$ cat src/rtl/camera_window_capture_if.sv
// Bundle for the window capture block: sensor pins, window configuration and
// the cropped pixel stream with its frame markers and status.
interface camera_window_capture_if #(
  parameter int DATA_WIDTH    = 10,
  parameter int RAW_COL_BITS  = 10,
  parameter int RAW_LINE_BITS = 9,
  parameter int COL_BITS      = 10,
  parameter int LINE_BITS     = 9,
  parameter int FCNT_BITS     = 8
);
  logic                     LINE_VALID;
  logic                     FRAME_VALID;
  logic [DATA_WIDTH-1:0]    DATA_IN;
  logic [RAW_COL_BITS-1:0]  WIN_X0;
  logic [RAW_LINE_BITS-1:0] WIN_Y0;
  logic [RAW_COL_BITS-1:0]  WIN_W;
  logic [RAW_LINE_BITS-1:0] WIN_H;
  logic                     DECIM;
  logic [DATA_WIDTH-1:0]    DATA_OUT;
  logic [COL_BITS-1:0]      CURRENT_COLUMN;
  logic [LINE_BITS-1:0]     CURRENT_LINE;
  logic                     PIXEL_VALID;
  logic                     FRAME_START;
  logic                     FRAME_END;
  logic [FCNT_BITS-1:0]     FRAME_COUNT;
  logic                     LINE_ERROR;

  // Sensor/configuration side drives the pixel stream and window settings
  modport master (
    output LINE_VALID, FRAME_VALID, DATA_IN, WIN_X0, WIN_Y0, WIN_W, WIN_H, DECIM,
    input  DATA_OUT, CURRENT_COLUMN, CURRENT_LINE, PIXEL_VALID,
           FRAME_START, FRAME_END, FRAME_COUNT, LINE_ERROR
  );

  // Capture block consumes the stream and produces the windowed output
  modport slave (
    input  LINE_VALID, FRAME_VALID, DATA_IN, WIN_X0, WIN_Y0, WIN_W, WIN_H, DECIM,
    output DATA_OUT, CURRENT_COLUMN, CURRENT_LINE, PIXEL_VALID,
           FRAME_START, FRAME_END, FRAME_COUNT, LINE_ERROR
  );
endinterface

$ cat src/rtl/camera_window_capture.sv
// Parallel-sensor front end: frames the raw pixel stream, crops a window that
// is latched at frame start, optionally decimates 2x2, and reports frame
// markers, a completed-frame counter and a per-frame line-length error flag.
module camera_window_capture #(
  parameter int DATA_WIDTH    = 10,
  parameter int RAW_COL_BITS  = 10,
  parameter int RAW_LINE_BITS = 9,
  parameter int COL_BITS      = 10,
  parameter int LINE_BITS     = 9,
  parameter int FCNT_BITS     = 8
) (
  input logic                    PIXCLK,
  input logic                    RESET_N,
  camera_window_capture_if.slave bus
);
  // One extra bit so that X0+W and Y0+H never wrap
  localparam int CW = RAW_COL_BITS + 1;
  localparam int LW = RAW_LINE_BITS + 1;

  typedef enum logic [1:0] {WAIT_IDLE = 2'd0, IDLE = 2'd1, ACTIVE = 2'd2} state_t;
  state_t state_reg, state_next;

  logic [RAW_COL_BITS-1:0]  x0_reg, w_reg, raw_col_reg, first_len_reg;
  logic [RAW_LINE_BITS-1:0] y0_reg, h_reg, raw_line_reg;
  logic                     decim_reg, lv_prev_reg, have_len_reg, line_error_reg;
  logic                     frame_start_reg, frame_end_reg, pixel_valid_reg;
  logic [FCNT_BITS-1:0]     frame_count_reg;
  logic [DATA_WIDTH-1:0]    data_reg;
  logic [COL_BITS-1:0]      column_reg;
  logic [LINE_BITS-1:0]     line_reg;

  logic          frame_begin, frame_finish, in_frame, line_end, accept;
  logic          in_cols, in_lines;
  logic [CW-1:0] col_ext, x0_ext, col_lim, rc;
  logic [LW-1:0] line_ext, y0_ext, line_lim, rl;

  // State register; reset parks in WAIT_IDLE so a frame already running is dropped
  always_ff @(posedge PIXCLK) begin
    if (!RESET_N) state_reg <= WAIT_IDLE;
    else          state_reg <= state_next;
  end

  // Next-state decode from FRAME_VALID only
  always_comb begin
    state_next = state_reg;
    case (state_reg)
      WAIT_IDLE: if (!bus.FRAME_VALID) state_next = IDLE;
      IDLE:      if (bus.FRAME_VALID)  state_next = ACTIVE;
      ACTIVE:    if (!bus.FRAME_VALID) state_next = IDLE;
      default:   state_next = WAIT_IDLE;
    endcase
  end

  // Per-state control strobes for the datapath
  always_comb begin
    frame_begin  = (state_reg == IDLE) && bus.FRAME_VALID;
    frame_finish = (state_reg == ACTIVE) && !bus.FRAME_VALID;
    in_frame     = (state_reg == ACTIVE) && bus.FRAME_VALID;
    line_end     = in_frame && lv_prev_reg && !bus.LINE_VALID;
  end

  // Window test on the current raw position against the latched window
  always_comb begin
    col_ext  = {1'b0, raw_col_reg};
    x0_ext   = {1'b0, x0_reg};
    col_lim  = x0_ext + {1'b0, w_reg};
    rc       = col_ext - x0_ext;
    line_ext = {1'b0, raw_line_reg};
    y0_ext   = {1'b0, y0_reg};
    line_lim = y0_ext + {1'b0, h_reg};
    rl       = line_ext - y0_ext;
    in_cols  = (col_ext >= x0_ext) && (col_ext < col_lim);
    in_lines = (line_ext >= y0_ext) && (line_ext < line_lim);
    accept   = in_frame && bus.LINE_VALID && in_cols && in_lines &&
               (!decim_reg || (!rc[0] && !rl[0]));
  end

  // Window shadow registers, captured only as a frame begins
  always_ff @(posedge PIXCLK) begin
    if (!RESET_N) begin
      x0_reg    <= '0;
      y0_reg    <= '0;
      w_reg     <= '0;
      h_reg     <= '0;
      decim_reg <= 1'b0;
    end else if (frame_begin) begin
      x0_reg    <= bus.WIN_X0;
      y0_reg    <= bus.WIN_Y0;
      w_reg     <= bus.WIN_W;
      h_reg     <= bus.WIN_H;
      decim_reg <= bus.DECIM;
    end
  end

  // Raw column/line counters and line-length integrity tracking
  always_ff @(posedge PIXCLK) begin
    if (!RESET_N || frame_begin) begin
      raw_col_reg    <= '0;
      raw_line_reg   <= '0;
      lv_prev_reg    <= 1'b0;
      have_len_reg   <= 1'b0;
      first_len_reg  <= '0;
      line_error_reg <= 1'b0;
    end else if (in_frame) begin
      lv_prev_reg <= bus.LINE_VALID;
      if (bus.LINE_VALID)
        raw_col_reg <= (&raw_col_reg) ? raw_col_reg : raw_col_reg + RAW_COL_BITS'(1);
      else
        raw_col_reg <= '0;
      if (line_end) begin
        raw_line_reg <= (&raw_line_reg) ? raw_line_reg : raw_line_reg + RAW_LINE_BITS'(1);
        if (!have_len_reg) begin
          first_len_reg <= raw_col_reg;
          have_len_reg  <= 1'b1;
        end else if (raw_col_reg != first_len_reg) begin
          line_error_reg <= 1'b1;
        end
      end
    end else begin
      lv_prev_reg <= 1'b0;
    end
  end

  // Frame markers and completed-frame counter
  always_ff @(posedge PIXCLK) begin
    if (!RESET_N) begin
      frame_start_reg <= 1'b0;
      frame_end_reg   <= 1'b0;
      frame_count_reg <= '0;
    end else begin
      frame_start_reg <= frame_begin;
      frame_end_reg   <= frame_finish;
      if (frame_finish) frame_count_reg <= frame_count_reg + FCNT_BITS'(1);
    end
  end

  // Output pixel register; data and coordinates hold when nothing is accepted
  always_ff @(posedge PIXCLK) begin
    if (!RESET_N) begin
      pixel_valid_reg <= 1'b0;
      data_reg        <= '0;
      column_reg      <= '0;
      line_reg        <= '0;
    end else begin
      pixel_valid_reg <= accept;
      if (accept) begin
        data_reg   <= bus.DATA_IN;
        column_reg <= COL_BITS'(decim_reg ? (rc >> 1) : rc);
        line_reg   <= LINE_BITS'(decim_reg ? (rl >> 1) : rl);
      end
    end
  end

  assign bus.DATA_OUT       = data_reg;
  assign bus.CURRENT_COLUMN = column_reg;
  assign bus.CURRENT_LINE   = line_reg;
  assign bus.PIXEL_VALID    = pixel_valid_reg;
  assign bus.FRAME_START    = frame_start_reg;
  assign bus.FRAME_END      = frame_end_reg;
  assign bus.FRAME_COUNT    = frame_count_reg;
  assign bus.LINE_ERROR     = line_error_reg;
endmodule

$ cat src/flat_wrapper.sv
// flat-port wrapper written by rule: the top's interface ports become plain ports
module camera_window_capture_flat 
#(
  parameter int DATA_WIDTH    = 10,
  parameter int RAW_COL_BITS  = 10,
  parameter int RAW_LINE_BITS = 9,
  parameter int COL_BITS      = 10,
  parameter int LINE_BITS     = 9,
  parameter int FCNT_BITS     = 8
)
  (PIXCLK, RESET_N, bus_LINE_VALID, bus_FRAME_VALID, bus_DATA_IN, bus_WIN_X0, bus_WIN_Y0, bus_WIN_W, bus_WIN_H, bus_DECIM, bus_DATA_OUT, bus_CURRENT_COLUMN, bus_CURRENT_LINE, bus_PIXEL_VALID, bus_FRAME_START, bus_FRAME_END, bus_FRAME_COUNT, bus_LINE_ERROR);
  camera_window_capture_if #(.DATA_WIDTH(DATA_WIDTH), .RAW_COL_BITS(RAW_COL_BITS), .RAW_LINE_BITS(RAW_LINE_BITS), .COL_BITS(COL_BITS), .LINE_BITS(LINE_BITS), .FCNT_BITS(FCNT_BITS)) bus_i ();
  input logic PIXCLK;
  input logic RESET_N;
  input wire logic [$bits(bus_i.LINE_VALID)-1:0] bus_LINE_VALID;
  input wire logic [$bits(bus_i.FRAME_VALID)-1:0] bus_FRAME_VALID;
  input wire logic [$bits(bus_i.DATA_IN)-1:0] bus_DATA_IN;
  input wire logic [$bits(bus_i.WIN_X0)-1:0] bus_WIN_X0;
  input wire logic [$bits(bus_i.WIN_Y0)-1:0] bus_WIN_Y0;
  input wire logic [$bits(bus_i.WIN_W)-1:0] bus_WIN_W;
  input wire logic [$bits(bus_i.WIN_H)-1:0] bus_WIN_H;
  input wire logic [$bits(bus_i.DECIM)-1:0] bus_DECIM;
  output wire logic [$bits(bus_i.DATA_OUT)-1:0] bus_DATA_OUT;
  output wire logic [$bits(bus_i.CURRENT_COLUMN)-1:0] bus_CURRENT_COLUMN;
  output wire logic [$bits(bus_i.CURRENT_LINE)-1:0] bus_CURRENT_LINE;
  output wire logic [$bits(bus_i.PIXEL_VALID)-1:0] bus_PIXEL_VALID;
  output wire logic [$bits(bus_i.FRAME_START)-1:0] bus_FRAME_START;
  output wire logic [$bits(bus_i.FRAME_END)-1:0] bus_FRAME_END;
  output wire logic [$bits(bus_i.FRAME_COUNT)-1:0] bus_FRAME_COUNT;
  output wire logic [$bits(bus_i.LINE_ERROR)-1:0] bus_LINE_ERROR;
  assign bus_i.LINE_VALID = bus_LINE_VALID;
  assign bus_i.FRAME_VALID = bus_FRAME_VALID;
  assign bus_i.DATA_IN = bus_DATA_IN;
  assign bus_i.WIN_X0 = bus_WIN_X0;
  assign bus_i.WIN_Y0 = bus_WIN_Y0;
  assign bus_i.WIN_W = bus_WIN_W;
  assign bus_i.WIN_H = bus_WIN_H;
  assign bus_i.DECIM = bus_DECIM;
  assign bus_DATA_OUT = bus_i.DATA_OUT;
  assign bus_CURRENT_COLUMN = bus_i.CURRENT_COLUMN;
  assign bus_CURRENT_LINE = bus_i.CURRENT_LINE;
  assign bus_PIXEL_VALID = bus_i.PIXEL_VALID;
  assign bus_FRAME_START = bus_i.FRAME_START;
  assign bus_FRAME_END = bus_i.FRAME_END;
  assign bus_FRAME_COUNT = bus_i.FRAME_COUNT;
  assign bus_LINE_ERROR = bus_i.LINE_ERROR;
  camera_window_capture #(.DATA_WIDTH(DATA_WIDTH), .RAW_COL_BITS(RAW_COL_BITS), .RAW_LINE_BITS(RAW_LINE_BITS), .COL_BITS(COL_BITS), .LINE_BITS(LINE_BITS), .FCNT_BITS(FCNT_BITS)) u_core (.PIXCLK(PIXCLK), .RESET_N(RESET_N), .bus(bus_i));
endmodule
$ cat config.mk
export PLATFORM = sky130hd
export DESIGN_NAME = camera_window_capture_flat
export DESIGN_NICKNAME = d
export VERILOG_FILES = /design/src/rtl/camera_window_capture_if.sv /design/src/rtl/camera_window_capture.sv /design/src/flat_wrapper.sv
export SDC_FILE = /design/constraint.sdc
export NUM_CORES = 1
export LEC_CHECK = 0
export ABC_AREA = 0
export CAP_MARGIN = 20
export CORE_MARGIN = 4
export CORE_UTILIZATION = 55
export DETAILED_ROUTE_END_ITERATION = 6
export PLACE_DENSITY = 0.9
export SLEW_MARGIN = 25
export SYNTH_ARGS = -nofsm -noshare
export SYNTH_HDL_FRONTEND = slang
export SYNTH_SLANG_ARGS = --single-unit
$ cat constraint.sdc
create_clock -name PIXCLK -period 4.3 [get_ports PIXCLK]
set_clock_uncertainty 0.1 [all_clocks]
set_input_delay 0.86 -clock PIXCLK [delete_from_list [all_inputs] [get_ports PIXCLK]]
set_output_delay 0.86 -clock PIXCLK [all_outputs]
set_load 0.05 [all_outputs]
# After elaboration in Yosys (flattened, before gate mapping)
# Index checks and enable logic that the tools add are counted.
word_totals:
  ff_bits: 113
  input_bits: 53
  output_inout_bits: 41
  wordCells: 77
classes:
  addsub: 7
  n_lt_le_gt_ge: 4
  eq_ne: 6
  muxes: 7
  bitwise_logic: 3
  n_reduce_logical: 31
ops:
  columns: ["operator", "count"]
  rows:
  - ["$mux 10", 3]
  - ["$logic_and 1x1->1", 12]
  - ["$add 10x10->11", 1]
  - ["$lt 10x11->1", 1]
  - ["$sub 10x10->11", 1]
  - ["$add 10x1->10 const B", 1]
  - ["$add 9x9->10", 1]
  - ["$ge 10x10->1", 1]
  - ["$lt 9x10->1", 1]
  - ["$ne 10x10->1", 1]
  - ["$reduce_and 10->1", 1]
  - ["$sub 9x9->10", 1]
  - ["$add 9x1->9 const B", 1]
  - ["$ge 9x9->1", 1]
  - ["$mux 9", 1]
  - ["$reduce_and 9->1", 1]
  - ["$add 8x1->8 const B", 1]
  - ["$logic_not 1->1", 6]
  - ["$ne 2x2->1 const B", 3]
  - ["$reduce_and 2->1", 3]
  - ["$reduce_and 3->1", 2]
  - ["$mux 2", 2]
  - ["$pmux 2 s2", 1]
  - ["$reduce_and 4->1", 1]
  - ["6 further kinds", 10]

# Depth between registers and ports, before layout
# Gate-level depths: netlist (run 1).
depth:
  depth_word: 6
  ltp_mapped: 20
  depth_no_buf: 18

# Worst setup path after synthesis (run 1)
# OpenSTA, ideal clock, no wires.
synth_path:
  path_type: "register -> register"
  start: "reg u_core.y0_reg[0]"
  end: "reg u_core.data_reg[1] (netlist: u_core.bus.DATA_OUT[1])"
  setup_ns: 0.132
  arrival_time_ns: 3.221
  required_ns: 4.068
  path_slack_ns: 0.847
  path_stages_with_launch: 20
  path_buffers: 2
  period_less_slack_ns: 3.453
  path_cell_list: "dfxtp_1 > ha_1 > inv_1 > fa_1 > nor2b_1 > o21ai_0 > a21oi_1 > o21a_1 > nor2_1 > o21ai_0 > xnor2_1 > ha_1 > a2111oi_2 > o31a_1 > nor3_1 > or3_1 > buf_6 > buf_6 > o21ai_1 > a21oi_1"
synth_via:
  elab_chain_len: 5
  word_cells_on_any_way: 10
  classes_between: "add/sub (2); order compare (2); reduce/logical (6)"
synth_rtl:
  columns: ["item", "line_no", "rtl"]
  rows:
  - ["start, declared", "camera_window_capture.sv:24", "logic [RAW_LINE_BITS-1:0] y0_reg, h_reg, raw_line_reg;"]
  - ["start signal, assigned", "camera_window_capture.sv:88", "y0_reg <= bus.WIN_Y0;"]
  - ["$add 9x9->10 or $sub 9x9->10 (tied branches)", "camera_window_capture.sv:70, camera_window_capture.sv:71", null]
  - ["$lt 9x10->1 or $logic_not 1->1 (tied branches)", "camera_window_capture.sv:73, camera_window_capture.sv:75", null]
  - ["$logic_and 1x1->1, on equally long branches", "camera_window_capture.sv:73, camera_window_capture.sv:75", null]
  - ["$logic_and 1x1->1 or $logic_or 1x1->1 (tied branches)", "camera_window_capture.sv:74, camera_window_capture.sv:75", null]
  - ["$logic_and 1x1->1 (*)", "camera_window_capture.sv:74", "accept = in_frame && bus.LINE_VALID && in_cols && in_lines &&"]
  - ["end signal, assigned", "camera_window_capture.sv:147", "data_reg <= bus.DATA_IN;"]
  - ["end, declared", "camera_window_capture.sv:28", "logic [DATA_WIDTH-1:0] data_reg;"]
# Mark *: on every way between the ends. The rest lies on a longest branch, timed or not.
# A chain may end at the register's enable or synchronous reset.

# Worst setup path after layout (run 1)
layout_path:
  start: "reg u_core.y0_reg[0]"
  end: "reg u_core.data_reg[6] (netlist: u_core.bus.DATA_OUT[6])"
# The elaborated chain is that of the path after synthesis.

==> results.json, run 1 <==
{
  "status": "completed",
  "rr_endpoint": "u_core.bus.DATA_OUT[6]",
  "maxCapViolations": 0,
  "powerDensity_nw_per_um2": 355.7,
  "grt_max_degree": 41,
  "clkPwrFrac": 0.499,
  "mappedNetlistArea_um2": 6351,
  "switching_share": 0.2410,
  "clk_latency_ns": 0.41,
  "tritoncts": "built",
  "whs_ns": 0.3821,
  "die_w_um": 115.5,
  "htreeDepth": 4,
  "final_nets": 922,
  "synthesis.nets": 835,
  "place_hpwl_um": 11970,
  "worstHoldStart": "u_core.bus.LINE_ERROR",
  "worst_slack_ns": 0.2203,
  "drc": 0,
  "die_h_um": 115.5,
  "path_clk_slew_ns": 0.05,
  "rsz0062_at_grt": "no",
  "ant_nets": 0,
  "reg2regPathDepth": 19,
  "dp_slack_ns": 0.3251,
  "r2r_slack_ns": 0.22,
  "path_max_fanout": 14,
  "synth_edf_count": 0,
  "p_seq_frac": 0.381,
  "syn_avg_cell_area_um2": 8.833,
  "vias": 5695,
  "layout-drive-gt1-share": 0.06235,
  "min_period_ns": 4.080,
  "required_ns": 4.53,
  "cts_setup_buffers": 0,
  "core_area_um2": 11080,
  "cp_top_family": "compound AO/OA/AOI/OAI gates",
  "max_stage_delay_ns": 0.40,
  "drt_iter0_markers": 433,
  "overflow": 0,
  "holdPathStages": 2,
  "synth_seq_area_share": 0.3562,
  "final.period_utilization": 0.9488,
  "numPortBuffers": 93,
  "cts_hold_buf": 0,
  "synth-main-ff-cell": "dfxtp_1",
  "routed_wl_um": 16660,
  "cpMostUsedCell": "o21ai_0",
  "grt_usage": 0.2550,
  "endpoint_kind": "register",
  "p_total_mw": 2.829,
  "synth_cell_types": 61,
  "drt-vias-per-instance": 5.945,
  "initial_utilization": 0.5733,
  "grt_pass1_vias": 5668,
  "ys_warn_count": 0,
  "crit_type": "reg2reg",
  "worstReg2RegStart": "u_core.y0_reg[0]",
  "ys_async_sr_fraction": 0,
  "cp-start-kind": "register",
  "clock_sinks": 113,
  "hold_violations": 0,
  "synthToLayoutAreaGrowth_pct": 25.24,
  "combPwrFrac": 0.121,
  "ys_seq_elements": 113,
  "avgRoutedWirePerCell_um": 17.39,
  "antenna_found_initial": 0,
  "tns_ns": 0,
  "place.gp.congestion": 0.8877,
  "cts_buffers": 17,
  "critPathBufInv": 2,
  "p_sw_uw": 681.9,
  "min_path_type": "reg2reg",
  "path_cells": "ha_1 -> inv_1 -> fa_1 -> nor2b_1 -> o21ai_0 -> a21oi_1 -> o21a_1 -> nor2_1 -> o21ai_0 -> xnor2_1 -> ha_1 -> o21ai_0 -> a21oi_1 -> o21ai_0 -> nor3_1 -> or3_1 -> buf_4 -> o21ai_1 -> a21oi_1",
  "fillers": 806,
  "root_buffer": "clkbuf_16",
  "critPathSlowestCell": "fa_1",
  "irDropWorstVdd_uv": 305.4,
  "whs_endpoint": "u_core.bus.LINE_ERROR",
  "drv_slew": 0,
  "first_pass_iters": 5,
  "num_rows": 38,
  "ios": 94,
  "grt_pass1_wl_um": 27030,
  "antenna_cells": 0,
  "power.leakage_nw": 3.248,
  "clock_path_buffers": 2,
  "netlist_instances": 719,
  "cts_resized": 0,
  "fmax_mhz": 245.1,
  "die-area_um2": 13330,
  "worst-endpoint-arrival_ns": 4.31,
  "setup_viol": 0,
  "tightestPinTransition_ns": 0.8921,
  "p_int_mw": 2.147,
  "slew_headroom": 0.4040
}
-- stage by stage --
step           utilization  std cells  area, um^2
2_1_floorplan            -        719        6351
3_3_place_gp        0.6642        927        7358
3_5_place_dp        0.6642        927        7358
4_1_cts             0.7180        958        7954
5_1_grt             0.7180        958        7954
6_report            0.7180        958        7954
-- cells in the mapped netlist (all sizes together) (3+ instances only) --
| library cell | instances | area share |
|---|---|---|
| o31a | 3 | 0.0041 |
| fa | 4 | 0.013 |
| a2111oi | 5 | 0.0099 |
| xor2 | 34 | 0.047 |
| a21oi | 64 | 0.050 |
| a21o | 12 | 0.014 |
| nand3 | 26 | 0.020 |
| inv | 35 | 0.021 |
| nand2 | 38 | 0.022 |
| mux2i | 19 | 0.030 |
| or2 | 3 | 0.0030 |
| and3 | 4 | 0.0039 |
| a22o | 20 | 0.028 |
| clkbuf | 18 | 0.011 |
| nand4 | 13 | 0.013 |
| buf | 14 | 0.014 |
| dfxtp | 113 | 0.36 |
| o21bai | 4 | 0.0047 |
| nor4 | 4 | 0.0049 |
| xnor2 | 17 | 0.023 |
| nor2b | 7 | 0.0069 |
| ha | 59 | 0.12 |
| nor2 | 65 | 0.040 |
| o21ai | 52 | 0.041 |
| or3 | 8 | 0.0079 |
| nand2b | 8 | 0.0079 |
| o2111ai | 3 | 0.0041 |
| nor3 | 8 | 0.0071 |
| o31ai | 5 | 0.0059 |
| a211oi | 18 | 0.021 |
| o21a | 8 | 0.0095 |
-- tightest hold or removal path: stages (launching register included) --
cell     delay [ns]
dfxtp_1        0.33
a31oi_1        0.04
nor2_1         0.07
-- how the worst max path moves through the flow --
stage | from | endpoint | slack [ns] | depth (start not counted)
2_1_floorplan | u_core.y0_reg[0] | u_core.bus.DATA_OUT[1] | 0.85 | 19
3_3_place_gp | u_core.y0_reg[0] | u_core.bus.CURRENT_COLUMN[1] | 0.50 | 17
3_5_place_dp | u_core.y0_reg[0] | u_core.bus.CURRENT_COLUMN[1] | 0.33 | 17
4_1_cts | u_core.y0_reg[0] | u_core.bus.DATA_OUT[6] | 0.27 | 19
5_1_grt | u_core.y0_reg[0] | u_core.bus.DATA_OUT[6] | 0.007 | 19
6_report | u_core.y0_reg[0] | u_core.bus.DATA_OUT[6] | 0.22 | 19
-- power by group through the flow --
stage,Clock [mW],Combinational (mW),Sequential [mW]
after floorplan,0,0.218,1.10
after global placement,0,0.322,1.10
after detailed placement,0,0.332,1.10
after CTS,1.42,0.337,1.08
after global routing,1.47,0.370,1.08
final,1.41,0.341,1.08
-- layer usage --
layer	routed length (um)	up-vias	part of all wire	track usage
met5	0	-	0	0
met4	445	0	0.027	0.09781
met3	1173	34	0.070	0.06110
met2	8027	214	0.48	0.4271
met1	7010	2683	0.42	0.3187
li1	-	2764	-	-
-- cells in the final DEF (no fill, tap or decap), types with 11 or more instances in the layout --
cell             instances
a22o_1                  20
nand3_1                 26
o21ai_0                 41
nand2_1                 38
ha_1                    59
o21ai_1                 11
mux2i_1                 19
dfxtp_1                113
a211oi_1                18
clkbuf_16               17
xor2_1                  34
a21oi_1                 64
clkdlybuf4s50_1         93
nor2_1                  63
nand4_1                 13
inv_1                   35
a21o_1                  12
xnor2_1                 17
-- cell type report --
cell class,instances,area (um^2),share of cell area
Multi-Input combinational cell,539,3806,0.4785
Sequential cell,113,2262,0.2844
Timing Repair Buffer,100,983.4,0.1236
Clock buffer,21,460.4,0.05789
Tap cell,140,175.2,0.02202
Clock inverter,10,135.1,0.01699
Inverter,35,131.4,0.01652
-- cell families (layout without fill, tap and decap cells) --
logic type	count (synthesis)	count (layout)	synth area share
AOI/OAI and AO/OA	211	211	0.2181
and+or+nand+nor	194	194	0.1491
DFF	113	113	0.3562
buffers and inverters	67	166	0.04570
adders and majority gates	63	63	0.1288
xor gates and xnor gates	51	51	0.07033
muxes	20	20	0.03172
Note: power is estimated with default switching activity, not from simulation.
==> inputs of run 2 (changes only) <==
- CAP_MARGIN: 20 -> 10
- CORE_UTILIZATION: 55 -> 59
- MAX_ROUTING_LAYER: unset -> met4
- PLACE_DENSITY: 0.9 -> 0.95
- clock period: 4.3 -> 5.2 ns (I/O delays scaled with it)
==> results.json, run 2 (synthesized netlist as in run 1, its figures left out) <==
{
  "initial_utilization": 0.6097,
  "avgRoutedWirePerCell_um": 18.49,
  "die_w_um": 111.8,
  "cts_hold_buf": 0,
  "path_clk_slew_ns": 0.06,
  "die_h_um": 111.8,
  "drt-vias-per-instance": 6.206,
  "cp-start-kind": "register",
  "drc": 0,
  "tns_ns": 0,
  "powerDensity_nw_per_um2": 300.6,
  "worst-endpoint-arrival_ns": 4.83,
  "drt_iter0_markers": 432,
  "routed_wl_um": 17620,
  "die-area_um2": 12490,
  "final_cell_mix": "dfxtp_1 (113), clkdlybuf4s50_1 (93), a21oi_1 (64), nor2_1 (63), ha_1 (59)",
  "min_period_ns": 4.447,
  "root_buffer": "clkbuf_8",
  "slew_headroom": 0.2732,
  "tightestPinTransition_ns": 1.088,
  "grt_pass1_vias": 5811,
  "clock_sinks": 113,
  "p_total_mw": 2.390,
  "met1_usage": 0.3315,
  "drv_slew": 0,
  "required_ns": 5.59,
  "num_rows": 37,
  "place_hpwl_um": 11980,
  "fillers": 703,
  "final_cells": 953,
  "numPortBuffers": 93,
  "antenna_found_initial": 0,
  "min_path_type": "reg2reg",
  "mostFrequentLayoutCell": "dfxtp_1",
  "grt_usage": 0.2879,
  "htreeDepth": 4,
  "overflow": 0,
  "irDropWorstVdd_uv": 196.5,
  "cts_setup_buffers": 0,
  "synthToLayoutAreaGrowth_pct": 25.20,
  "hold_violations": 0,
  "ios": 94,
  "power.leakage_nw": 3.244,
  "final_nets": 920,
  "ant_nets": 0,
  "status": "completed",
  "vias": 5914,
  "first_pass_iters": 6,
  "whs_ns": 0.3815,
  "use_met3": 0.06576,
  "fin_util": 0.7634,
  "clk_latency_ns": 0.54,
  "cts_buffers": 17,
  "rsz0062_at_grt": "no",
  "fmax_mhz": 224.9,
  "tritoncts": "built",
  "maxCapViolations": 0,
  "layout-drive-gt1-share": 0.06365,
  "clock_path_buffers": 2,
  "grt_busiest_layer": "met2",
  "place_inst": 921,
  "antenna_cells": 0,
  "grt_max_degree": 44,
  "use_met2": 0.4800,
  "setup_viol": 0,
  "path_max_fanout": 17,
  "final.period_utilization": 0.8551,
  "grt_pass1_wl_um": 28410,
  "endpoint_kind": "register",
  "crit_type": "reg2reg",
  "cts_resized": 0,
  "place.gp.congestion": 0.9638,
  "core_area_um2": 10420
}
-- run 2: cell types whose count changed in the layout (fill, tap and decap cells not counted), sizes merged --
| cell | change |
|---|---|
| clkbuf | -4 |
| clkinv | -1 |
| buf | -2 |
| inv | +6 |
-- run 2: worst paths after layout --
check                           start                          to  slack [ns]  depth (start not counted)
hold / removal    u_core.state_reg[1]         u_core.state_reg[0]        0.38                          1
setup reg to reg     u_core.y0_reg[0]  u_core.bus.CURRENT_LINE[7]        0.75                         17
hold reg to reg   u_core.state_reg[1]         u_core.state_reg[0]        0.38                          1
setup / recovery     u_core.y0_reg[0]  u_core.bus.CURRENT_LINE[7]        0.75                         17
-- run 2: cell type report --
type,count,area [um^2],area share
clock buffer,17,414.1,0.05208
inverter,35,131.4,0.01652
clock inverter,15,198.9,0.02502
multi-input combinational,539,3806,0.4787
tap,136,170.2,0.02140
sequential,113,2262,0.2845
timing repair buffer,98,968.4,0.1218
-- run 2: routing by layer --
| metal | wire length (um) | vias to the layer above |
|---|---|---|
| li1 | - | 2776 |
| met1 | 7002 | 2799 |
| met2 | 8593 | 282 |
| met3 | 1436 | 57 |
| met4 | 590 | 0 |
| met5 | 0 | - |
-- run 2: through the flow --
step / setup WS, ns / instance area (um^2)
4_1_cts: 0.8189 / 7951
5_1_grt: 0.4520 / 7951
3_3_place_gp: 1.201 / 7338
3_5_place_dp: 0.9167 / 7338
6_report: 0.7533 / 7951
2_1_floorplan: 1.747 / 6351
-- run 2: where the power goes --
group	switching, mW	internal [mW]
combinational	0.163	0.122
sequential	0.0107	0.879
clock	0.469	0.745
-- run 2: worst max-delay path, stage by stage (launching register included) --
cell and delay, ns:
dfxtp_1 0.38, ha_1 0.22, inv_1 0.07, fa_1 0.41
nor2b_1 0.12, o21ai_0 0.12, a21oi_1 0.23, o21a_1 0.14
nor2_1 0.05, o21ai_0 0.20, xnor2_1 0.10, ha_1 0.24
a2111oi_2 0.40, o31a_1 0.21, nor3_1 0.08, or3_1 0.67
nor2_4 0.40, o221a_2 0.25
